## src/rtl/round_controller_if.sv

```systemverilog
// round_controller_if
// Groups the game-side signals of the round controller.
//   winner        : round result from health management (0 fighting, 1 P1, 2 P2, 3 draw)
//   confirm_btn   : restart request, honoured only once the match is over
//   force_reset   : restart request, honoured in any state
//   round_reset   : reset level to the physics/collision/health blocks
//   freeze        : high while player inputs are to be ignored
//   round_num     : current round, 1..3
//   score_p1/p2   : rounds won per player, 0..2
//   match_winner  : 0 none, 1 P1, 2 P2, 3 draw
//   countdown     : displayed countdown digit, 0 outside the countdown
//   state         : encoded controller state for menu/7-seg display
// The slave modport is the controller side; master is the surrounding game.
interface round_controller_if;
  logic [2:0] winner;
  logic       confirm_btn;
  logic       force_reset;
  logic       round_reset;
  logic       freeze;
  logic [1:0] round_num;
  logic [1:0] score_p1;
  logic [1:0] score_p2;
  logic [1:0] match_winner;
  logic [1:0] countdown;
  logic [2:0] state;

  modport master (
    output winner, confirm_btn, force_reset,
    input  round_reset, freeze, round_num, score_p1, score_p2,
           match_winner, countdown, state
  );

  modport slave (
    input  winner, confirm_btn, force_reset,
    output round_reset, freeze, round_num, score_p1, score_p2,
           match_winner, countdown, state
  );
endinterface

```

## src/rtl/round_controller.sv

```systemverilog
// round_controller
// Sequences a best-of-three fighting match: per-round reset pulse, pre-fight
// countdown, fight, result display, and match-over hold, with a held-button
// restart that can abort any phase.
// Ports:
//   clk      : game tick clock
//   reset_n  : synchronous active-low reset
//   bus      : round_controller_if.slave (winner/restart inputs, status outputs)
//
// state          | meaning
// ---------------+--------------------------------------------------------
// 0 RESET_ROUND  | one-cycle round reset pulse to the game blocks
// 1 COUNTDOWN    | players frozen, countdown digit 3..1 shown
// 2 FIGHT        | players free, waiting for a round result
// 3 ROUND_OVER   | result displayed, players frozen
// 4 MATCH_OVER   | final scores held until restart
module round_controller #(
  parameter int TICKS_PER_SEC   = 20,
  parameter int COUNTDOWN_TICKS = 60,
  parameter int RESULT_TICKS    = 40,
  parameter int HOLD_TICKS      = 40
) (
  input  logic              clk,
  input  logic              reset_n,
  round_controller_if.slave bus
);

  localparam logic [2:0] S_RESET_ROUND = 3'd0;
  localparam logic [2:0] S_COUNTDOWN   = 3'd1;
  localparam logic [2:0] S_FIGHT       = 3'd2;
  localparam logic [2:0] S_ROUND_OVER  = 3'd3;
  localparam logic [2:0] S_MATCH_OVER  = 3'd4;

  // The timer only ever holds a load value (ticks-1), so clog2 of the larger
  // duration is wide enough.
  localparam int TIMER_MAX = (COUNTDOWN_TICKS > RESULT_TICKS) ? COUNTDOWN_TICKS : RESULT_TICKS;
  localparam int TIMER_W   = (TIMER_MAX > 2) ? $clog2(TIMER_MAX) : 1;
  localparam int HOLD_W    = $clog2(HOLD_TICKS + 1);

  localparam logic [TIMER_W-1:0] CD_LOAD   = TIMER_W'(COUNTDOWN_TICKS - 1);
  localparam logic [TIMER_W-1:0] RES_LOAD  = TIMER_W'(RESULT_TICKS - 1);
  localparam logic [HOLD_W-1:0]  HOLD_MAX  = HOLD_W'(HOLD_TICKS);
  localparam logic [HOLD_W-1:0]  HOLD_FIRE = HOLD_W'(HOLD_TICKS - 1);

  logic [2:0]         state_q, state_d;
  logic [TIMER_W-1:0] timer_q, timer_d;
  logic [HOLD_W-1:0]  hold_q, hold_d;
  logic [1:0]         round_num_q, round_num_d;
  logic [1:0]         score_p1_q, score_p1_d;
  logic [1:0]         score_p2_q, score_p2_d;
  logic [1:0]         match_winner_q, match_winner_d;
  logic [1:0]         countdown_q, countdown_d;
  logic               freeze_q, freeze_d;
  logic               round_reset_q, round_reset_d;

  logic hold_src;
  logic restart;

  // Restart hold counter: counts consecutive held cycles, saturates so a
  // long press fires exactly once.
  always_comb begin
    hold_src = bus.force_reset | (bus.confirm_btn & (state_q == S_MATCH_OVER));
    hold_d   = '0;
    if (hold_src) begin
      if (hold_q == HOLD_MAX) hold_d = hold_q;
      else                    hold_d = hold_q + 1'b1;
    end
    restart = hold_src && (hold_q == HOLD_FIRE);
  end

  always_comb begin
    state_d        = state_q;
    timer_d        = timer_q;
    round_num_d    = round_num_q;
    score_p1_d     = score_p1_q;
    score_p2_d     = score_p2_q;
    match_winner_d = match_winner_q;

    case (state_q)
      S_RESET_ROUND: begin
        state_d = S_COUNTDOWN;
        timer_d = CD_LOAD;
      end

      S_COUNTDOWN: begin
        if (timer_q == '0) state_d = S_FIGHT;
        else               timer_d = timer_q - 1'b1;
      end

      S_FIGHT: begin
        // Results 4..7 are treated as still fighting.
        case (bus.winner)
          3'd1: begin
            if (score_p1_q != 2'd2) score_p1_d = score_p1_q + 2'd1;
            state_d = S_ROUND_OVER;
            timer_d = RES_LOAD;
          end
          3'd2: begin
            if (score_p2_q != 2'd2) score_p2_d = score_p2_q + 2'd1;
            state_d = S_ROUND_OVER;
            timer_d = RES_LOAD;
          end
          3'd3: begin
            state_d = S_ROUND_OVER;
            timer_d = RES_LOAD;
          end
          default: ;
        endcase
      end

      S_ROUND_OVER: begin
        if (timer_q != '0) begin
          timer_d = timer_q - 1'b1;
        end else if (score_p1_q == 2'd2) begin
          state_d        = S_MATCH_OVER;
          match_winner_d = 2'd1;
        end else if (score_p2_q == 2'd2) begin
          state_d        = S_MATCH_OVER;
          match_winner_d = 2'd2;
        end else if (round_num_q == 2'd3) begin
          state_d = S_MATCH_OVER;
          if (score_p1_q > score_p2_q)      match_winner_d = 2'd1;
          else if (score_p2_q > score_p1_q) match_winner_d = 2'd2;
          else                              match_winner_d = 2'd3;
        end else begin
          round_num_d = round_num_q + 2'd1;
          state_d     = S_RESET_ROUND;
        end
      end

      S_MATCH_OVER: ;

      default: begin
        state_d = S_RESET_ROUND;
        timer_d = '0;
      end
    endcase

    // Restart wins over everything above, including a same-cycle capture.
    if (restart) begin
      state_d        = S_RESET_ROUND;
      timer_d        = '0;
      round_num_d    = 2'd1;
      score_p1_d     = 2'd0;
      score_p2_d     = 2'd0;
      match_winner_d = 2'd0;
    end

    // Status outputs are decoded from the next state so they register
    // in step with it.
    freeze_d      = (state_d != S_FIGHT);
    round_reset_d = (state_d == S_RESET_ROUND);
    countdown_d   = 2'd0;
    if (state_d == S_COUNTDOWN)
      countdown_d = 2'((32'(timer_d) / TICKS_PER_SEC) + 1);
  end

  always_ff @(posedge clk) begin
    if (!reset_n) begin
      state_q        <= S_RESET_ROUND;
      timer_q        <= '0;
      hold_q         <= '0;
      round_num_q    <= 2'd1;
      score_p1_q     <= 2'd0;
      score_p2_q     <= 2'd0;
      match_winner_q <= 2'd0;
      countdown_q    <= 2'd0;
      freeze_q       <= 1'b1;
      round_reset_q  <= 1'b1;
    end else begin
      state_q        <= state_d;
      timer_q        <= timer_d;
      hold_q         <= hold_d;
      round_num_q    <= round_num_d;
      score_p1_q     <= score_p1_d;
      score_p2_q     <= score_p2_d;
      match_winner_q <= match_winner_d;
      countdown_q    <= countdown_d;
      freeze_q       <= freeze_d;
      round_reset_q  <= round_reset_d;
    end
  end

  assign bus.state        = state_q;
  assign bus.round_num    = round_num_q;
  assign bus.score_p1     = score_p1_q;
  assign bus.score_p2     = score_p2_q;
  assign bus.match_winner = match_winner_q;
  assign bus.countdown    = countdown_q;
  assign bus.freeze       = freeze_q;
  assign bus.round_reset  = round_reset_q;

endmodule

```

## src/flat_wrapper.sv

```systemverilog
// flat-port wrapper written by rule: the top's interface ports become plain ports
module round_controller_flat 
#(
  parameter int TICKS_PER_SEC   = 20,
  parameter int COUNTDOWN_TICKS = 60,
  parameter int RESULT_TICKS    = 40,
  parameter int HOLD_TICKS      = 40
)
  (clk, reset_n, bus_winner, bus_confirm_btn, bus_force_reset, bus_round_reset, bus_freeze, bus_round_num, bus_score_p1, bus_score_p2, bus_match_winner, bus_countdown, bus_state);
  round_controller_if bus_i ();
  input  logic clk;
  input  logic reset_n;
  input wire logic [$bits(bus_i.winner)-1:0] bus_winner;
  input wire logic [$bits(bus_i.confirm_btn)-1:0] bus_confirm_btn;
  input wire logic [$bits(bus_i.force_reset)-1:0] bus_force_reset;
  output wire logic [$bits(bus_i.round_reset)-1:0] bus_round_reset;
  output wire logic [$bits(bus_i.freeze)-1:0] bus_freeze;
  output wire logic [$bits(bus_i.round_num)-1:0] bus_round_num;
  output wire logic [$bits(bus_i.score_p1)-1:0] bus_score_p1;
  output wire logic [$bits(bus_i.score_p2)-1:0] bus_score_p2;
  output wire logic [$bits(bus_i.match_winner)-1:0] bus_match_winner;
  output wire logic [$bits(bus_i.countdown)-1:0] bus_countdown;
  output wire logic [$bits(bus_i.state)-1:0] bus_state;
  assign bus_i.winner = bus_winner;
  assign bus_i.confirm_btn = bus_confirm_btn;
  assign bus_i.force_reset = bus_force_reset;
  assign bus_round_reset = bus_i.round_reset;
  assign bus_freeze = bus_i.freeze;
  assign bus_round_num = bus_i.round_num;
  assign bus_score_p1 = bus_i.score_p1;
  assign bus_score_p2 = bus_i.score_p2;
  assign bus_match_winner = bus_i.match_winner;
  assign bus_countdown = bus_i.countdown;
  assign bus_state = bus_i.state;
  round_controller #(.TICKS_PER_SEC(TICKS_PER_SEC), .COUNTDOWN_TICKS(COUNTDOWN_TICKS), .RESULT_TICKS(RESULT_TICKS), .HOLD_TICKS(HOLD_TICKS)) u_core (.clk(clk), .reset_n(reset_n), .bus(bus_i));
endmodule
```

## config.mk

```make
export PLATFORM = sky130hd
export DESIGN_NAME = round_controller_flat
export DESIGN_NICKNAME = d
export VERILOG_FILES = /design/src/rtl/round_controller_if.sv /design/src/rtl/round_controller.sv /design/src/flat_wrapper.sv
export SDC_FILE = /design/constraint.sdc
export NUM_CORES = 1
export LEC_CHECK = 0
export ABC_AREA = 1
export CORE_UTILIZATION = 50
export DETAILED_ROUTE_END_ITERATION = 7
export PLACE_DENSITY = 0.81
export SLEW_MARGIN = 20
export SYNTH_ARGS = -nofsm -noshare
export SYNTH_HDL_FRONTEND = slang
export SYNTH_SLANG_ARGS = --single-unit
```

## constraint.sdc

```tcl
create_clock -name clk -period 2.57 [get_ports clk]
set_input_delay 0.257 -clock clk [delete_from_list [all_inputs] [get_ports clk]]
set_output_delay 0.257 -clock clk [all_outputs]
set_load 0.05 [all_outputs]
```

==> summary.md, run 1 <==
| Metric | Value |
|---|---|
| Run status | finished, violations left |
| Violated checks | design-rule violations |
| Core ar. | between 2000 and 3000 um^2 |
| Worst-margin pin slew | 516 ps |
| Worst Hold Class | flip-flop to flip-flop |
| Number of nets in the layout | 263 |
| Sw frac | 0.452 |
| Synth Area in Compound Gates | 0.102 |
| DRT Pass-1 Iters | 6 |
| Drt via density | 5.09 |
| CP required | 2810 ps |
| Leak | ~0.8 nW |
| Register share of total power | 0.377 |
| Post-Synthesis Cells | 221 |
| Initial antenna violation count | 0 |
| Net count after synthesis | 237 |
| Fin. max-slew vios | 0 |
| Clock-pin slew reported for the worst setup and hold paths after clock tree synthesis | between 150 and 200 ps |
| All-Layer GR Usage | 0.213 |
| Port Buffers | 21 |
| Critical path arrival | about 2500 ps |
| Largest family of logic cells by synthesized area | simple AND/OR/NAND/NOR gates |
| Clk sink count | 27 |
| WL final | 3120 um |
| RSZ-0062 raised after global routing | no |
| Hold-fix buffers, CTS | 0 |
| # rows | 19 |
| Post-synthesis sequential area ratio | 0.347 |
| Routed len/inst | about 11 um |
| Post-synthesis simple-gate area fraction | 0.379 |
| Minimum clock period | 2250 ps |
| Slew margin rel. | 0.655 |
| Vias | 1,410 |
| Num CTS Buffers | 3 |
| Share of cells above drive strength 1 | 0.130 |
| Clock power share | 0.137 |
| Max stage delay cell, worst path | dfxtp_1 |
| Clock Skew | 9.69 ps |
| Post-CTS setup buffers | 0 |
| Pin count of the biggest net entering global routing | 17 |
| Crit path kind | flip-flop to flip-flop |
| Post-synth EDFFs | 0 |
| Syn_area_per_cell | between 7 and 8 um^2 |
| CTS tree | yes |
| Fillers | 271 |
| DRC viols | 1 |
| Worst hold slack | about 470 ps |
| M2 GR Usage | 0.339 |
| FFs w/ async S/R, synth | 0 |
| Vias in the first global route | 1,318 |
| M3 GR Usage | 0.0201 |
| Synth Register Bits | 27 |
| Gate power share | 0.485 |
| Initial Util | 0.546 |
| Antenna Violating Nets Remaining | 0 |
| Multiplexer share of the synthesized area | 0 |
| Area delta synth->final | 17.9% |
| Synth Cell Area | 1560 um^2 |
| CTS-repair resized insts | 0 |
| Root Driver | clkbuf_4 |
| Die Y-Extent | 57.8 um |
| H-Tree Depth | 1 |
| Chip width | just under 60 um |
| Power density over the cells | ~770 nW/um^2 |
| Cell Int Power | around 770 uW |
| Setup_tns | 0 ps |
| Reg area | 541 um^2 |
| Yosys warnings | 0 |
| Most common cell on crit path | nand2_1 |
| Post-DP HPWL | 2510 um |
| CP Capture Type | flip-flop |
| Switching pwr | 637 uW |
| Max VDD drop | 0.000441 V |
| Die area | 3340 um^2 |
| Clock Tree Buf Depth | 2 |
| First-pass GRT wire length | around 5600 um |
| Fraction of the mapped netlist area in adder cells | 0.0723 |
| Hold Vio Cnt, Final | 0 |
| Number of endpoints failing setup at the final stage | 0 |
| Total gr overflow | 0 |
| Total power | between 1 and 1.5 mW |
| Met1 Track Usage GR | 0.303 |
| Layout Utilization | 0.643 |
| Io pins | 22 |
| Ant diodes | 0 |
| Post-synthesis xor/xnor area fraction | 0.0169 |
| Max-cap violation count | 0 |
| Worst path max stage delay | 360 ps |
| Initial DRC count | 59 |
| Main synth FF type | dfxtp_1 |
| Achievable Freq | 444 MHz |
| Netlist cell types | 28 |
| Placer Congestion | 0.840 |
| Critical Path Source Type | flip-flop |
| GRT busiest layer | met2 |
| Cell Chain, Critical Path | inv_1 > ha_1 > nand3_2 > nand2_2 > inv_2 > nand2_1 > nand3_2 > nand2_1 > nand2_2 > ha_1 > nor2_1 > nand2_1 > nand2_1 > nand2_1 > nand2_1 > a21oi_2 |
| Multi-input logic area | about 890 um^2 |
| Clock latency on the worst-skew pair | approximately 340 ps |
| Crit Path Max Fanout | 5 |
| Final period util | 0.875 |
==> power groups by stage <==
stage	clock [mW]	sequential, mW	combinational, mW
2_1_floorplan	0	0.636	0.419
3_3_place_gp	0	0.539	0.665
3_5_place_dp	0	0.540	0.680
6_report	0.194	0.532	0.685
5_1_grt	0.214	0.538	0.770
4_1_cts	0.197	0.531	0.684
==> worst paths after layout <==
kind / startpoint / end / slack, ps / depth (start not counted)
max: u_core.timer_q[0] / u_core.bus.countdown[1] / 320 / 16
min reg2reg: u_core.hold_q[5] / u_core.hold_q[5] / 470 / 1
min: u_core.hold_q[5] / u_core.hold_q[5] / 470 / 1
max reg2reg: u_core.timer_q[0] / u_core.bus.countdown[1] / 320 / 16
==> routing by layer <==
metal  up-vias  part of all wire
li1        757                 -
met1       624              0.53
met2        24              0.42
met3         5             0.030
met4         0             0.015
met5         -                 0
==> cells by family after synthesis <==
logic type / Yosys count
compound gates: 27
xor+xnor: 3
fa+ha+maj: 9
buf+inv: 34
flops: 27
simple gates: 121
==> layout make-up <==
| type | count | share of cell area |
|---|---|---|
| well taps | 31 | 0.0211 |
| repair buffers | 21 | 0.115 |
| clock buffers | 3 | 0.0123 |
| multi-input cells | 160 | 0.484 |
| flip-flops and latches | 27 | 0.294 |
| clock inverters | 1 | 0.00409 |
| inverters | 34 | 0.0695 |
==> placed cells by master (no fill, tap or decap), types with 2 or more instances in the layout <==
master,synthesis,routed
nand2_1,52,52
o21ai_0,5,5
xor2_1,2,2
clkbuf_4,0,3
nand2_2,9,9
ha_1,9,9
nor2_2,4,4
dfxtp_1,27,27
a21oi_1,17,17
nor3_1,7,7
nor2_1,17,17
or2_2,3,3
nand3_2,5,5
clkdlybuf4s50_1,0,21
nand3_1,15,15
nand4_1,3,3
inv_1,32,32
inv_2,2,2
==> worst max-delay path, delay by kind of cell (launching register included) <==
family / cells / cell delay [ps]
AO/OA/AOI/OAI: 1 / 50
AND/OR/NAND/NOR: 11 / 990
adder cells (fa/ha/maj): 2 / 550
buffers and inverters: 2 / 190
flip-flops: 1 / 360
==> synth_stat cells, types with 2 or more instances <==
library cell / count / area (um^2)
a21oi_1: 17 / 85.1
dfxtp_1: 27 / 541
ha_1: 9 / 113
inv_1: 32 / 120
inv_2: 2 / 7.51
nand2_1: 52 / 195
nand2_2: 9 / 56.3
nand3_1: 15 / 75.1
nand3_2: 5 / 50.1
nand4_1: 3 / 18.8
nor2_1: 17 / 63.8
nor2_2: 4 / 25.0
nor3_1: 7 / 35.0
o21ai_0: 5 / 25.0
or2_2: 3 / 18.8
xor2_1: 2 / 17.5
==> flip-flops by register name (all words and copies together), names as in the netlist, 2 cells and up <==
name and cells:
u_core.bus.match_winner 2, u_core.bus.score_p1 2, u_core.bus.state 3, u_core.timer_q 6, u_core.bus.countdown 2, u_core.bus.score_p2 2, u_core.hold_q 6, u_core.bus.round_num 2
==> stage by stage <==
step	instance area, um^2	worst slack [ps]	std cells
after floorplan	1560	404	221
final	1840	320	277
after global placement	1810	431	273
after CTS	1840	346	277
after detailed placement	1810	387	273
after global routing	1840	134	277
Note: power is estimated with default switching activity, not from simulation.
==> inputs of run 2 (changes only) <==
CORE_ASPECT_RATIO = 0.5   (was not set)
CORE_UTILIZATION = 45   (was 50)
PLACE_DENSITY = 0.75   (was 0.81)
==> run 2 against run 1 <==
  * The run now ends clean
  * Critical path depth unchanged
  * Via count up 3.7%
  * Wire length up 2.9%
  * Clock skew down 7.1 ps
  * Final cell count up 3.2%
  * Utilization down 4.8 points
  * Power up 3.5%
  * Sequential share of layout area down 0.47 points
  * Highest routed layer is now met3
==> summary.md, run 2 (same netlist as run 1, synthesis figures left out) <==
| Metric | Value |
|---|---|
| Run status | finished, final reports clean |
| Share of cells above drive strength 1 | 0.130 |
| RSZ-0062 raised after global routing | no |
| Initial antenna violation count | 0 |
| WL final | approximately 3200 um |
| Chip width | 85.2 um |
| Critical path arrival | between 2000 and 2500 ps |
| DRT Pass-1 Iters | 4 |
| Post-CTS setup buffers | 0 |
| Port Buffers | 21 |
| Worst hold slack | approximately 470 ps |
| CTS-repair resized insts | 0 |
| Commonest non-fill, non-tap cell in the layout | nand2_1 |
| Max-cap violation count | 0 |
| Power density over the cells | 783 nW/um^2 |
| Io pins | 22 |
| Leak | 0.816 nW |
| Routed len/inst | 11.2 um |
| Clock latency on the worst-skew pair | 280 ps |
| # rows | 14 |
| Clock Tree Buf Depth | 2 |
| Fillers | approximately 290 |
| Vias in the first global route | 1,334 |
| Vias | 1,462 |
| Clock-pin slew reported for the worst setup and hold paths after clock tree synthesis | 100 ps |
| Minimum clock period | around 2200 ps |
| Final period util | 0.838 |
| Placer Congestion | 0.820 |
| Cell Chain, Critical Path | inv_1 > ha_1 > nand3_2 > nand2_2 > inv_2 > nand2_1 > nand3_2 > nand2_1 > nand2_2 > ha_1 > nor2_1 > nand2_1 > nand2_1 > nand2_1 > nand2_1 > a21oi_2 |
| Crit Path Max Fanout | 5 |
| Crit path kind | flip-flop to flip-flop |
| Worst Hold Class | flip-flop to flip-flop |
| Fin area | 1870 um^2 |
| Total gr overflow | 0 |
| Core ar. | 3140 um^2 |
| CP required | approximately 2800 ps |
| Layout Utilization | 0.595 |
| Ant diodes | 0 |
| Num CTS Buffers | 3 |
| Area delta synth->final | 19.9% |
| Die Y-Extent | 43.6 um |
| Achievable Freq | 464 MHz |
| Number of endpoints failing setup at the final stage | 0 |
| Number of nets in the layout | about 260 |
| DP Area | 1820 um^2 |
| CP Capture Type | flip-flop |
| Drt via density | 5.11 |
| DRC viols | 0 |
| Setup_tns | 0 ps |
| Fin. max-slew vios | 0 |
| Post-route insts no fill | 286 |
| Clock Skew | 2.63 ps |
| H-Tree Depth | 1 |
| Initial Util | 0.496 |
| Pin count of the biggest net entering global routing | 17 |
| Antenna Violating Nets Remaining | 0 |
| CTS tree | yes |
| Max stage delay cell, worst path | dfxtp_1 |
| Slew margin rel. | 0.663 |
| Hold-fix buffers, CTS | 0 |
| Root Driver | clkbuf_8 |
| Worst path max stage delay | 330 ps |
| Worst-margin pin slew | a little over 500 ps |
| Initial DRC count | 71 |
| Most common cell on crit path | nand2_1 |
| Most frequent cells in the layout | nand2_1 (52), inv_1 (32), dfxtp_1 (27), clkdlybuf4s50_1 (21) |
| Critical Path Source Type | flip-flop |
| Placed cell count | 282 |
| All-Layer GR Usage | 0.190 |
| Die area | 3710 um^2 |
| Hold Vio Cnt, Final | 0 |
| Post-DP HPWL | 2570 um |
| First-pass GRT wire length | 5440 um |
| Max VDD drop | 0.000262 V |
| Clk sink count | 27 |
==> run 2: cell counts in the layout (fill, tap and decap cells not counted) <==
Identical to the previous run, type by type.
==> run 2: worst max-delay path, delay by kind of cell (launching register included) <==
family / cells / cell delay (ps)
fa+ha+maj: 2 / 540
buf+inv: 2 / 170
flops: 1 / 330
simple gates: 11 / 970
compound gates: 1 / 50
==> run 2: routing by layer <==
metal / wire length, um / GRT usage / vias to the layer above
met3: 137 / 0.0476 / 0
li1: - / - / 760
met5: 0 / 0 / -
met1: 1540 / 0.219 / 674
met4: 0 / 0.0407 / 0
met2: 1530 / 0.365 / 28
==> run 2: layout make-up <==
| cell class | instances | area, um^2 | area share |
|---|---|---|---|
| flip-flops and latches | 27 | 541 | 0.290 |
| inverters | 34 | 128 | 0.0684 |
| multi-input cells | 160 | 888 | 0.476 |
| clock buffers | 3 | 41.3 | 0.0221 |
| clock inverters | 1 | 7.51 | 0.00402 |
| well taps | 40 | 50.0 | 0.0268 |
| repair buffers | 21 | 210 | 0.113 |
==> run 2: path summary, 6_finish.rpt <==
kind	cells after the start	start	to	slack, ps
max	16	u_core.timer_q[0]	u_core.bus.countdown[1]	420
max reg2reg	16	u_core.timer_q[0]	u_core.bus.countdown[1]	420
min reg2reg	2	u_core.bus.match_winner[0]	u_core.bus.match_winner[0]	470
min	2	u_core.bus.match_winner[0]	u_core.bus.match_winner[0]	470
==> run 2: stage by stage <==
stage	total power [mW]	setup slack, ps
2_1_floorplan	1.05	404
3_3_place_gp	1.19	448
3_5_place_dp	1.21	406
4_1_cts	1.47	429
5_1_grt	1.55	246
6_report	1.46	416
==> run 2: where the power goes <==
part / switching (mW) / internal (mW) / total (mW)
sequential: 0.0548 / 0.477 / 0.532
clock: 0.142 / 0.110 / 0.252
combinational: 0.440 / 0.236 / 0.676
total: 0.637 / 0.823 / 1.46
